### config.mk
export PLATFORM = sky130hd
export DESIGN_NAME = cnu_min_sched
export DESIGN_NICKNAME = d
export VERILOG_FILES = /design/src/rtl/cnu_min_sched.sv
export SDC_FILE = /design/constraint.sdc
export NUM_CORES = 1
export LEC_CHECK = 0
export ABC_AREA = 0
export CORE_AREA = 2 2 65 67
export DETAILED_ROUTE_END_ITERATION = 6
export DIE_AREA = 0 0 67 69
export GPL_ROUTABILITY_DRIVEN = 0
export PLACE_DENSITY = 0.7
export SYNTH_ARGS = -nofsm -noshare
export SYNTH_HDL_FRONTEND = slang
export SYNTH_SLANG_ARGS = --single-unit
export TNS_END_PERCENT = 10
### constraint.sdc
create_clock -name sys_clk -period 2.5 [get_ports sys_clk]
set_clock_uncertainty 0.15 [all_clocks]
set_input_delay 0.5 -clock sys_clk [delete_from_list [all_inputs] [get_ports sys_clk]]
set_output_delay 0.5 -clock sys_clk [all_outputs]
set_load 0.01 [all_outputs]
### src/rtl/cnu_min_sched.sv
// Sequential min1/min2/min1_idx finder for one check-node row (layer CNU).
// Optional CNU_MIN_SIGN_EN adds in_sign input and sign_prod XOR output.
module cnu_min_sched #(
  parameter  int QUAN_SIZE = 3,
  parameter  int DC        = 6,
  localparam int IDX_W     = $clog2(DC)
) (
  input  logic                    sys_clk,
  input  logic                    rstn,
  input  logic                    in_valid,
  output logic                    in_ready,
  input  logic [DC*QUAN_SIZE-1:0] in_msg,
  output logic                    out_valid,
  input  logic                    out_ready,
  output logic [QUAN_SIZE-1:0]    min1,
  output logic [QUAN_SIZE-1:0]    min2,
  output logic [IDX_W-1:0]        min1_idx
`ifdef CNU_MIN_SIGN_EN
  ,
  input  logic [DC-1:0]           in_sign,
  output logic                    sign_prod
`endif
);

  typedef enum logic [1:0] {
    IDLE,
    SCAN,
    DONE
  } state_e;

  localparam logic [IDX_W-1:0] LAST = IDX_W'(DC - 1);
  localparam logic [QUAN_SIZE-1:0] ONES = {QUAN_SIZE{1'b1}};

  state_e state_q, state_d;

  logic [QUAN_SIZE-1:0] msg_q [DC];
  logic [QUAN_SIZE-1:0] msg_d [DC];
  logic [QUAN_SIZE-1:0] min1_q, min1_d;
  logic [QUAN_SIZE-1:0] min2_q, min2_d;
  logic [IDX_W-1:0]     idx_q, idx_d;
  logic [IDX_W-1:0]     cnt_q, cnt_d;

  logic [QUAN_SIZE-1:0] x;
  logic                 gt1;
  logic                 gt2;
  logic                 accept;

`ifdef CNU_MIN_SIGN_EN
  logic [DC-1:0] sgn_q, sgn_d;
  logic          sp_q, sp_d;
`endif

  assign x      = msg_q[cnt_q];
  assign gt1    = min1_q > x;
  assign gt2    = min2_q > x;
  assign accept = (state_q == IDLE) && in_valid;

  always_ff @(posedge sys_clk or negedge rstn) begin
    if (!rstn) begin
      state_q <= IDLE;
    end else begin
      state_q <= state_d;
    end
  end

  always_comb begin
    state_d = state_q;
    unique case (state_q)
      IDLE: if (in_valid) state_d = SCAN;
      SCAN: if (cnt_q == LAST) state_d = DONE;
      DONE: if (out_ready) state_d = IDLE;
      default: state_d = IDLE;
    endcase
  end

  always_comb begin
    msg_d  = msg_q;
    min1_d = min1_q;
    min2_d = min2_q;
    idx_d  = idx_q;
    cnt_d  = cnt_q;
`ifdef CNU_MIN_SIGN_EN
    sgn_d  = sgn_q;
    sp_d   = sp_q;
`endif
    if (accept) begin
      for (int k = 0; k < DC; k++) begin
        msg_d[k] = in_msg[k*QUAN_SIZE +: QUAN_SIZE];
      end
      min1_d = in_msg[QUAN_SIZE-1:0];
      min2_d = ONES;
      idx_d  = '0;
      cnt_d  = IDX_W'(1);
`ifdef CNU_MIN_SIGN_EN
      sgn_d  = in_sign;
      sp_d   = in_sign[0];
`endif
    end else if (state_q == SCAN) begin
      // strict compares: ties never displace the earlier index
      if (gt1) begin
        min2_d = min1_q;
        min1_d = x;
        idx_d  = cnt_q;
      end else if (gt2) begin
        min2_d = x;
      end
      if (cnt_q != LAST) begin
        cnt_d = cnt_q + IDX_W'(1);
      end
`ifdef CNU_MIN_SIGN_EN
      sp_d = sp_q ^ sgn_q[cnt_q];
`endif
    end
  end

  always_ff @(posedge sys_clk or negedge rstn) begin
    if (!rstn) begin
      for (int k = 0; k < DC; k++) begin
        msg_q[k] <= '0;
      end
      min1_q <= '0;
      min2_q <= '0;
      idx_q  <= '0;
      cnt_q  <= '0;
    end else begin
      msg_q  <= msg_d;
      min1_q <= min1_d;
      min2_q <= min2_d;
      idx_q  <= idx_d;
      cnt_q  <= cnt_d;
    end
  end

`ifdef CNU_MIN_SIGN_EN
  always_ff @(posedge sys_clk or negedge rstn) begin
    if (!rstn) begin
      sgn_q <= '0;
      sp_q  <= 1'b0;
    end else begin
      sgn_q <= sgn_d;
      sp_q  <= sp_d;
    end
  end

  assign sign_prod = sp_q;
`endif

  assign in_ready  = (state_q == IDLE);
  assign out_valid = (state_q == DONE);
  assign min1      = min1_q;
  assign min2      = min2_q;
  assign min1_idx  = idx_q;

endmodule

==> results of run 1 <==
-- cells in the final DEF, fill, tap and decap left out, types with 4 or more instances in the layout --
| cell type | instances |
|---|---|
| nand2_1 | 65 |
| dfrtp_1 | 32 |
| clkdlybuf4s50_1 | 32 |
| buf_4 | 12 |
| ha_1 | 8 |
| nor2_1 | 7 |
| nand3_1 | 6 |
| clkbuf_8 | 6 |
| nor2_2 | 5 |
| inv_1 | 4 |
| mux2i_1 | 4 |
-- worst max-delay path, stage by stage (launching register included) --
cell,delay (ps)
dfrtp_1,390
buf_6,150
mux2i_4,240
o22ai_2,120
or2_1,250
buf_4,140
ha_1,260
nand3_1,100
nand2_2,100
a2bb2oi_4,170
o311ai_2,300
-- path summary, 6_finish.rpt --
kind	startpoint	end	slack, ps	cells past startpoint
min in group asynchronous	rstn	msg_q[3]	460	2
min	msg_q[10]	msg_q[10]	320	2
max	cnt_q[0]	min2[0]	20	10
max in group asynchronous	rstn	msg_q[11]	1440	2
max reg2reg	cnt_q[0]	min2[0]	20	10
min reg2reg	msg_q[10]	msg_q[10]	320	2
-- cell type report --
| type | count | area (um^2) |
|---|---|---|
| multi-input cells | 144 | 976 |
| fillers | 371 | 1530 |
| inverters | 4 | 15.0 |
| repair buffers | 47 | 438 |
| well taps | 50 | 62.6 |
| clock buffers | 8 | 90.1 |
| flip-flops and latches | 32 | 801 |
-- repair_timing --
item,in CTS,in global routing
setup endpoints to repair,3,8
cloned,0,1
endpoints found under the hold margin,0,0
pin swaps,0,7
buffers inserted,0,2
hold buffers,0,0
gates resized for setup,2,28
-- logic make-up after synthesis --
| group | after synthesis |
|---|---|
| buffers and inverters | 11 |
| AOI/OAI and AO/OA | 25 |
| DFF | 32 |
| muxes | 9 |
| adders and majority gates | 8 |
| and+or+nand+nor | 101 |
| xor gates and xnor gates | 1 |
-- stage by stage --
| stage | util | std cells |
|---|---|---|
| final | 0.609 | 285 |
| after global routing | 0.609 | 285 |
| after CTS | 0.569 | 282 |
| after detailed placement | 0.544 | 274 |
| after global placement | 0.544 | 274 |
| after floorplan | - | 187 |
-- registers in the layout, indices dropped and copies added (netlist names) --
signal and cells:
cnt_q 3, min1 3, min1_idx 3, min2 3, msg_q 18, state_q 2
-- metal layers --
| metal | vias to the layer above | share of wire | global-route usage |
|---|---|---|---|
| met2 | 37 | 0.47 | 0.293 |
| met5 | - | 0 | 0 |
| met3 | 10 | 0.044 | 0.0506 |
| li1 | 723 | - | - |
| met1 | 689 | 0.46 | 0.256 |
| met4 | 0 | 0.026 | 0.0839 |
==> summary.txt, run 1 <==
Outcome
  • Status: finished, final reports clean

Timing
  • # setup viols final: 0
  • Final WS setup: 20.2 ps
  • Endpoints failing hold: 0
  • Pins Over Slew Limit: 0
  • TNS Setup: 0 ps
  • Worst-Margin Slew: 586 ps
  • RSZ-0062 raised after global routing: yes
  • WHS: 323 ps
  • Tcrit/Tclk final: 0.992
  • Min Tclk post-route: 2480 ps
  • Slew headroom: 0.610
  • Maximum clock rate: 0.403 GHz

Logic synthesis
  • Syn Inst Count: 187
  • YS warnings: 0
  • Commonest cells in the synthesized netlist: 65 x nand2_1, 32 x dfrtp_1, 11 x nor2_1
  • Register area share after synthesis: 0.472
  • Main synth FF type: dfrtp_1
  • Post-Synth Adder-Cell Area: 0.0590
  • Average size of a mapped cell: 9.07 um^2
  • XOR/XNOR Fraction of Synth Area: 0.00516
  • Post-synthesis mux area share: 0.0531
  • Top cells by area, synth: dfrtp_1 47%, nand2_1 14%, ha_1 5.9%, mux2i_1 5.3%, nor2_1 2.4%
  • Syn_nets: 217
  • Largest family of logic cells by synthesized area: simple AND/OR/NAND/NOR gates
  • Distinct cells, synth: 36
  • FF+latch count, synth: 32
  • Most frequent cell after synthesis: nand2_1
  • Yosys top cell by area: dfrtp_1
  • Post-Syn Area: 1700 um^2
  • Synth Area in Simple Gates: 0.254
  • Ys async rst share: 1.00
  • Compound-Gate Fraction of Synth Area: 0.121
  • Top cell type's share of synthesized area: 0.472
  • EDFF count, synth: 0

Finish
  • ANT cells: 0
  • Layout cell share with drive strength beyond 1: 0.217
  • Final non-filler cell area: 2380 um^2
  • Final #Nets: 264
  • Synth-to-Final Area Change: 40.4%

Floorplan
  • Starting Density: 0.434
  • Die span in x: 67 um
  • CORE AREA: 3910 um^2
  • Die H: 69 um
  • Num ports: 33
  • Die area: 4620 um^2
  • Num rows: 23

Place
  • Placed cell area: 2130 um^2
  • IO buf count: 32
  • Pre-CTS WS: -57.1 ps
  • Post-DP HPWL: 2740 um

Flow run
  • MaxCap Viol Count: 0

Setup path
  • Critical Path AT: 2510 ps
  • Crit path required time: 2530 ps
  • Kind of critical path: reg2reg
  • Worst setup SP type: register
  • Worst-path maximum fanout: 5
  • Setup crit end kind: register

Clock network
  • Total clock sinks: 32
  • Root Driver: clkbuf_8
  • Skew-Pair Late Insertion Delay: 290 ps
  • Clk pin slew, worst setup/hold paths: 70 ps
  • CTS tree: done
  • H-tree levels: 2
  • CTS buffer count: 5
  • Clock Path Buffers: 2

Global route
  • Largest net degree at the start of global routing: 33
  • Initial antenna violation count: 0
  • Vias in the first global route: 1436
  • First-pass GRT wire length: 6730 um
  • Gr usage total: 0.192
  • GRT overflow: 0

Route
  • Drt drc: 0
  • Via count: 1459
  • WL/cell: 13.8 um
  • WL final: 3940 um
  • Detail Route Antenna Nets: 0
  • First-pass DRT Iterations: 4
  • Vias per std cell: 5.12
  • Initial drt markers: 41

Worst hold path
  • HP Class: reg2reg
Power of run 1 is not shown: default switching activity piles up to over one toggle a cycle in this logic, so the estimate is an artifact.
==> inputs of run 2 (changes only) <==
CORE_AREA = 2 2 64 66   (was 2 2 65 67)
DIE_AREA = 0 0 66 68   (was 0 0 67 69)
PLACE_DENSITY = 0.71   (was 0.7)
REMOVE_ABC_BUFFERS = 1   (was unset)
==> run 2 against run 1 <==
Net effect: sequential share of layout area increased by 0.34 points; critical path depth unchanged; utilization increased by 0.39 points; via count decreased by 0.41%; register-to-register slack about the same; routed wire length decreased by 5.9%; cell area decreased by 0.84%; global-route usage decreased by 0.45 points; largest cell class unchanged.
==> summary.txt, run 2 (synthesized netlist as in run 1, its figures left out) <==
Outcome
  • Status: finished, final reports clean

Route
  • Via count: 1453
  • First-pass DRT Iterations: 4
  • WL final: 3710 um
  • Initial drt markers: 53
  • Vias per std cell: 4.94
  • Drt drc: 0
  • WL/cell: 12.6 um
  • Detail Route Antenna Nets: 0

Place
  • Post-DP HPWL: 2670 um
  • IO buf count: 32
  • Placed cell area: 2200 um^2
  • Pre-CTS WS: -223 ps

Finish
  • Final non-filler cell area: 2360 um^2
  • ANT cells: 0
  • Most common cell after layout, fill and taps aside: nand2_1
  • Layout cell share with drive strength beyond 1: 0.184
  • Most frequent cells in the layout: 65 x nand2_1, 32 x clkdlybuf4s50_1, 31 x dfrtp_1, 22 x buf_4, 11 x nor2_1
  • Biggest register: msg_q
  • Final #Nets: 273
  • Fill count: 335
  • Max reg flops: 18
  • Synth-to-Final Area Change: 39.2%

Clock network
  • CTS tree: done
  • Clock Path Buffers: 2
  • Clk pin slew, worst setup/hold paths: 70 ps
  • Total clock sinks: 32
  • H-tree levels: 2
  • CTS buffer count: 5
  • Hold-fix buffers at CTS: 0
  • Root Driver: clkbuf_8
  • Skew-Pair Late Insertion Delay: 280 ps

Global route
  • Vias in the first global route: 1413
  • First-pass GRT wire length: 6420 um
  • Gr usage total: 0.188
  • Initial antenna violation count: 0
  • Largest net degree at the start of global routing: 33
  • GRT overflow: 0

Timing
  • Pins Over Slew Limit: 0
  • Maximum clock rate: 0.402 GHz
  • RSZ-0062 raised after global routing: yes
  • Tcrit/Tclk final: 0.996
  • Min Tclk post-route: 2490 ps
  • Final WS setup: 9.77 ps
  • # setup viols final: 0
  • Endpoints failing hold: 0
  • TNS Setup: 0 ps
  • Slew headroom: 0.733
  • Worst-Margin Slew: 401 ps

Setup path
  • Critical Path AT: 2470 ps
  • Kind of critical path: reg2reg
  • Worst setup SP type: register
  • Critical Path Sink: min2[2]
  • R2r endpoint: min2[2]
  • Cells on worst reg2reg path: 10
  • Reg2Reg Setup Slack: 10 ps
  • Crit path required time: 2480 ps
  • Setup crit end kind: register
  • RR Startpoint: cnt_q[0]
  • Crit. Startpoint: cnt_q[0]
  • Worst-path maximum fanout: 9

Floorplan
  • Die span in x: 66 um
  • Starting Density: 0.440
  • Num ports: 33
  • Die area: 4490 um^2
  • Num rows: 23
  • Die H: 68 um
  • CORE AREA: 3860 um^2

Power
  • PD cells: 1670 nW/um^2
  • VDD IR max: 0.787 mV
  • Leak: 1.13 nW

Flow run
  • MaxCap Viol Count: 0

Worst hold path
  • HP Class: reg2reg
## run 2: metal layers
layer,track usage,wire length [um],up-vias
li1,-,-,744
met1,0.241,1720,670
met2,0.308,1820,33
met3,0.0559,128,6
met4,0.0612,42,0
met5,0,0,-
## run 2: report_power, final
group | internal (mW) | switching (mW)
Combinational | 1.28 | 1.32
Sequential | 0.777 | 0.164
Clock | 0.224 | 0.189
Total | 2.28 | 1.68
## run 2: layout make-up
type / count / area [um^2] / share of cell area
multi-input cells: 144 / 878 / 0.372
clock buffers: 7 / 86.3 / 0.0365
repair buffers: 56 / 510 / 0.216
flip-flops and latches: 32 / 802 / 0.340
clock inverters: 1 / 7.51 / 0.00318
inverters: 4 / 15.0 / 0.00636
well taps: 50 / 62.6 / 0.0265
## run 2: repair_timing
item,in CTS,in global routing
pin swaps,0,1
gates resized for setup,3,5
endpoints found under the setup margin,9,9
buffers inserted,0,2
## run 2: through the flow
stage	utilization	power, mW	hold WS (ps)	cells
floorplan	-	2.38	54.4	180
global placement	0.570	3.29	312	284
detailed placement	0.570	3.34	316	284
CTS	0.597	3.80	334	292
global route	0.613	4.30	356	294
finish	0.613	3.95	330	294
## run 2: worst min path at each step
stage                         start        end  slack [ps]  cells after the start
after floorplan                rstn   cnt_q[0]          50                      0
after detailed placement  msg_q[13]  msg_q[13]         320                      2
final                      msg_q[8]   msg_q[8]         330                      2
after global placement     msg_q[7]   msg_q[7]         310                      2
after CTS                 msg_q[13]  msg_q[13]         330                      2
after global routing       msg_q[3]   msg_q[3]         360                      2
## run 2: critical path, cell delays in order, from the launching register on
cell	delay [ps]
dfrtp_2	420
buf_12	140
buf_4	140
mux2i_1	110
o22ai_1	190
nor2_1	90
ha_1	290
and3b_1	190
o21a_2	280
a2bb2oi_2	200
o311ai_1	130
No activity file was read; power rests on OpenSTA's default activity.
==> inputs of run 3 (changes only) <==
CORE_AREA = 2 2 59 61   (was 2 2 64 66)
DIE_AREA = 0 0 61 63   (was 0 0 66 68)
PLACE_DENSITY = 0.8   (was 0.71)
clock period = 2.9 ns   (was 2.5 ns; I/O delays follow)
==> run 3 against run 2 <==
Net effect: sequential power shrank 10%; clock power shrank 19%; sequential share of layout area grew 3.1 points; first-iteration DRC count shrank 3.8%; routed wire length shrank 0.38%; register-to-register slack gained 260 ps; largest cell class unchanged.
==> summary.txt, run 3 (synthesized netlist as in run 1, its figures left out) <==
Floorplan
  • Die H: 63 um
  • CORE AREA: 3230 um^2
  • Die area: 3840 um^2
  • Die span in x: 61 um
  • Num rows: 21
  • Starting Density: 0.525
  • Num ports: 33

Timing
  • Slew headroom: 0.644
  • # setup viols final: 0
  • Final WS setup: 270 ps
  • TNS Setup: 0 ps
  • WHS: 335 ps
  • RSZ-0062 raised after global routing: no
  • Pins Over Slew Limit: 0
  • Min Tclk post-route: 2630 ps
  • Worst-Margin Slew: 532 ps
  • Tcrit/Tclk final: 0.907
  • Endpoints failing hold: 0
  • Maximum clock rate: 0.380 GHz

Global route
  • Gr usage total: 0.213
  • GRT overflow: 0
  • Largest net degree at the start of global routing: 33
  • Initial antenna violation count: 0
  • Vias in the first global route: 1430
  • First-pass GRT wire length: 6150 um

Finish
  • Final #Nets: 256
  • Fill count: 256
  • Most frequent cells in the layout: 65 x nand2_1, 32 x clkdlybuf4s50_1, 31 x dfrtp_1, 11 x nor2_1, 9 x mux2i_1
  • Final Util: 0.670
  • Storage cell area: 802 um^2
  • Multi-input gate area: 837 um^2
  • Non-Filler Instances: 273
  • Final non-filler cell area: 2160 um^2
  • Layout cell share with drive strength beyond 1: 0.106
  • ANT cells: 0
  • Max reg flops: 18
  • Most common cell after layout, fill and taps aside: nand2_1
  • Synth-to-Final Area Change: 27.6%
  • Biggest register: msg_q

Place
  • Pre-CTS WS: 35.8 ps
  • IO buf count: 32
  • Placed cell area: 2070 um^2
  • Placed insts: 264
  • Post-DP HPWL: 2820 um

Route
  • Initial drt markers: 51
  • WL/cell: 13.5 um
  • WL final: 3700 um
  • Via count: 1445
  • Drt drc: 0
  • Vias per std cell: 5.29
  • Detail Route Antenna Nets: 0
  • First-pass DRT Iterations: 4

Setup path
  • Critical Path AT: 2670 ps
  • Worst-path maximum fanout: 13
  • Cells on worst reg2reg path: 8
  • RR Startpoint: cnt_q[0]
  • Reg2Reg Setup Slack: 270 ps
  • Worst setup SP type: register
  • Slowest CP cell: dfrtp_2
  • Setup crit end kind: register
  • Kind of critical path: reg2reg
  • Crit path required time: 2940 ps
  • R2r endpoint: min2[1]
  • Critical path, cell by cell: mux2i_1 -> nor2_1 -> nor3_1 -> ha_1 -> and3b_1 -> o21a_2 -> a2bb2oi_2 -> o311ai_1
  • Slowest stage delay, CP: 570 ps

Outcome
  • Status: finished, final reports clean

Clock network
  • Clock Path Buffers: 2
  • CTS tree: done
  • Total clock sinks: 32
  • Skew-Pair Late Insertion Delay: 330 ps
  • Clk pin slew, worst setup/hold paths: 100 ps
  • H-tree levels: 2
  • CTS buffer count: 5
  • Root Driver: clkbuf_4

Power
  • PD cells: 1400 nW/um^2
  • VDD IR max: 0.639 mV
  • Total power: 3.04 mW
  • Leak: 1.03 nW

Worst hold path
  • HP Class: reg2reg
  • Worst hold path stage count: 2
  • Hold Path Sink: msg_q[7]
  • Hold path startpoint: msg_q[7]

Flow run
  • MaxCap Viol Count: 0
run 3: layer usage:
metal | GRT usage | part of all wire | vias to the layer above
met5 | 0 | 0 | -
met4 | 0.0761 | 0.014 | 0
met3 | 0.0538 | 0.053 | 8
met2 | 0.360 | 0.51 | 44
met1 | 0.254 | 0.42 | 675
li1 | - | - | 718
run 3: repair_timing:
action	in CTS	in global routing
endpoints found under the setup margin	1	3
hold buffers	0	0
setup buffers	0	1
gates resized for setup	1	1
run 3: where the power goes:
group	internal [mW]	switching, mW	total, mW
combinational	0.827	1.03	1.86
sequential	0.668	0.178	0.846
clock	0.180	0.156	0.336
run 3: worst max-delay path: cells and delay by family (launching register included):
| family | cells | cell delay, ps |
|---|---|---|
| fa+ha+maj | 1 | 310 |
| compound gates | 3 | 680 |
| simple gates | 3 | 540 |
| flops | 1 | 570 |
| mux | 1 | 230 |
run 3: layout make-up:
class                   instances  area share
well taps                      46      0.0266
multi-input cells             144       0.387
flip-flops and latches         32       0.371
clock inverters                 3      0.0197
clock buffers                   5      0.0173
repair buffers                 39       0.172
inverters                       4     0.00694
run 3: worst max-delay path by stage:
stage | from | to | slack [ps]
6_report | cnt_q[0] | min2[1] | 270
4_1_cts | cnt_q[0] | min2[1] | 150
5_1_grt | cnt_q[0] | min2[1] | 60
2_1_floorplan | cnt_q[0] | min2[0] | 290
3_5_place_dp | cnt_q[0] | min2[1] | 40
3_3_place_gp | cnt_q[0] | min2[1] | 180
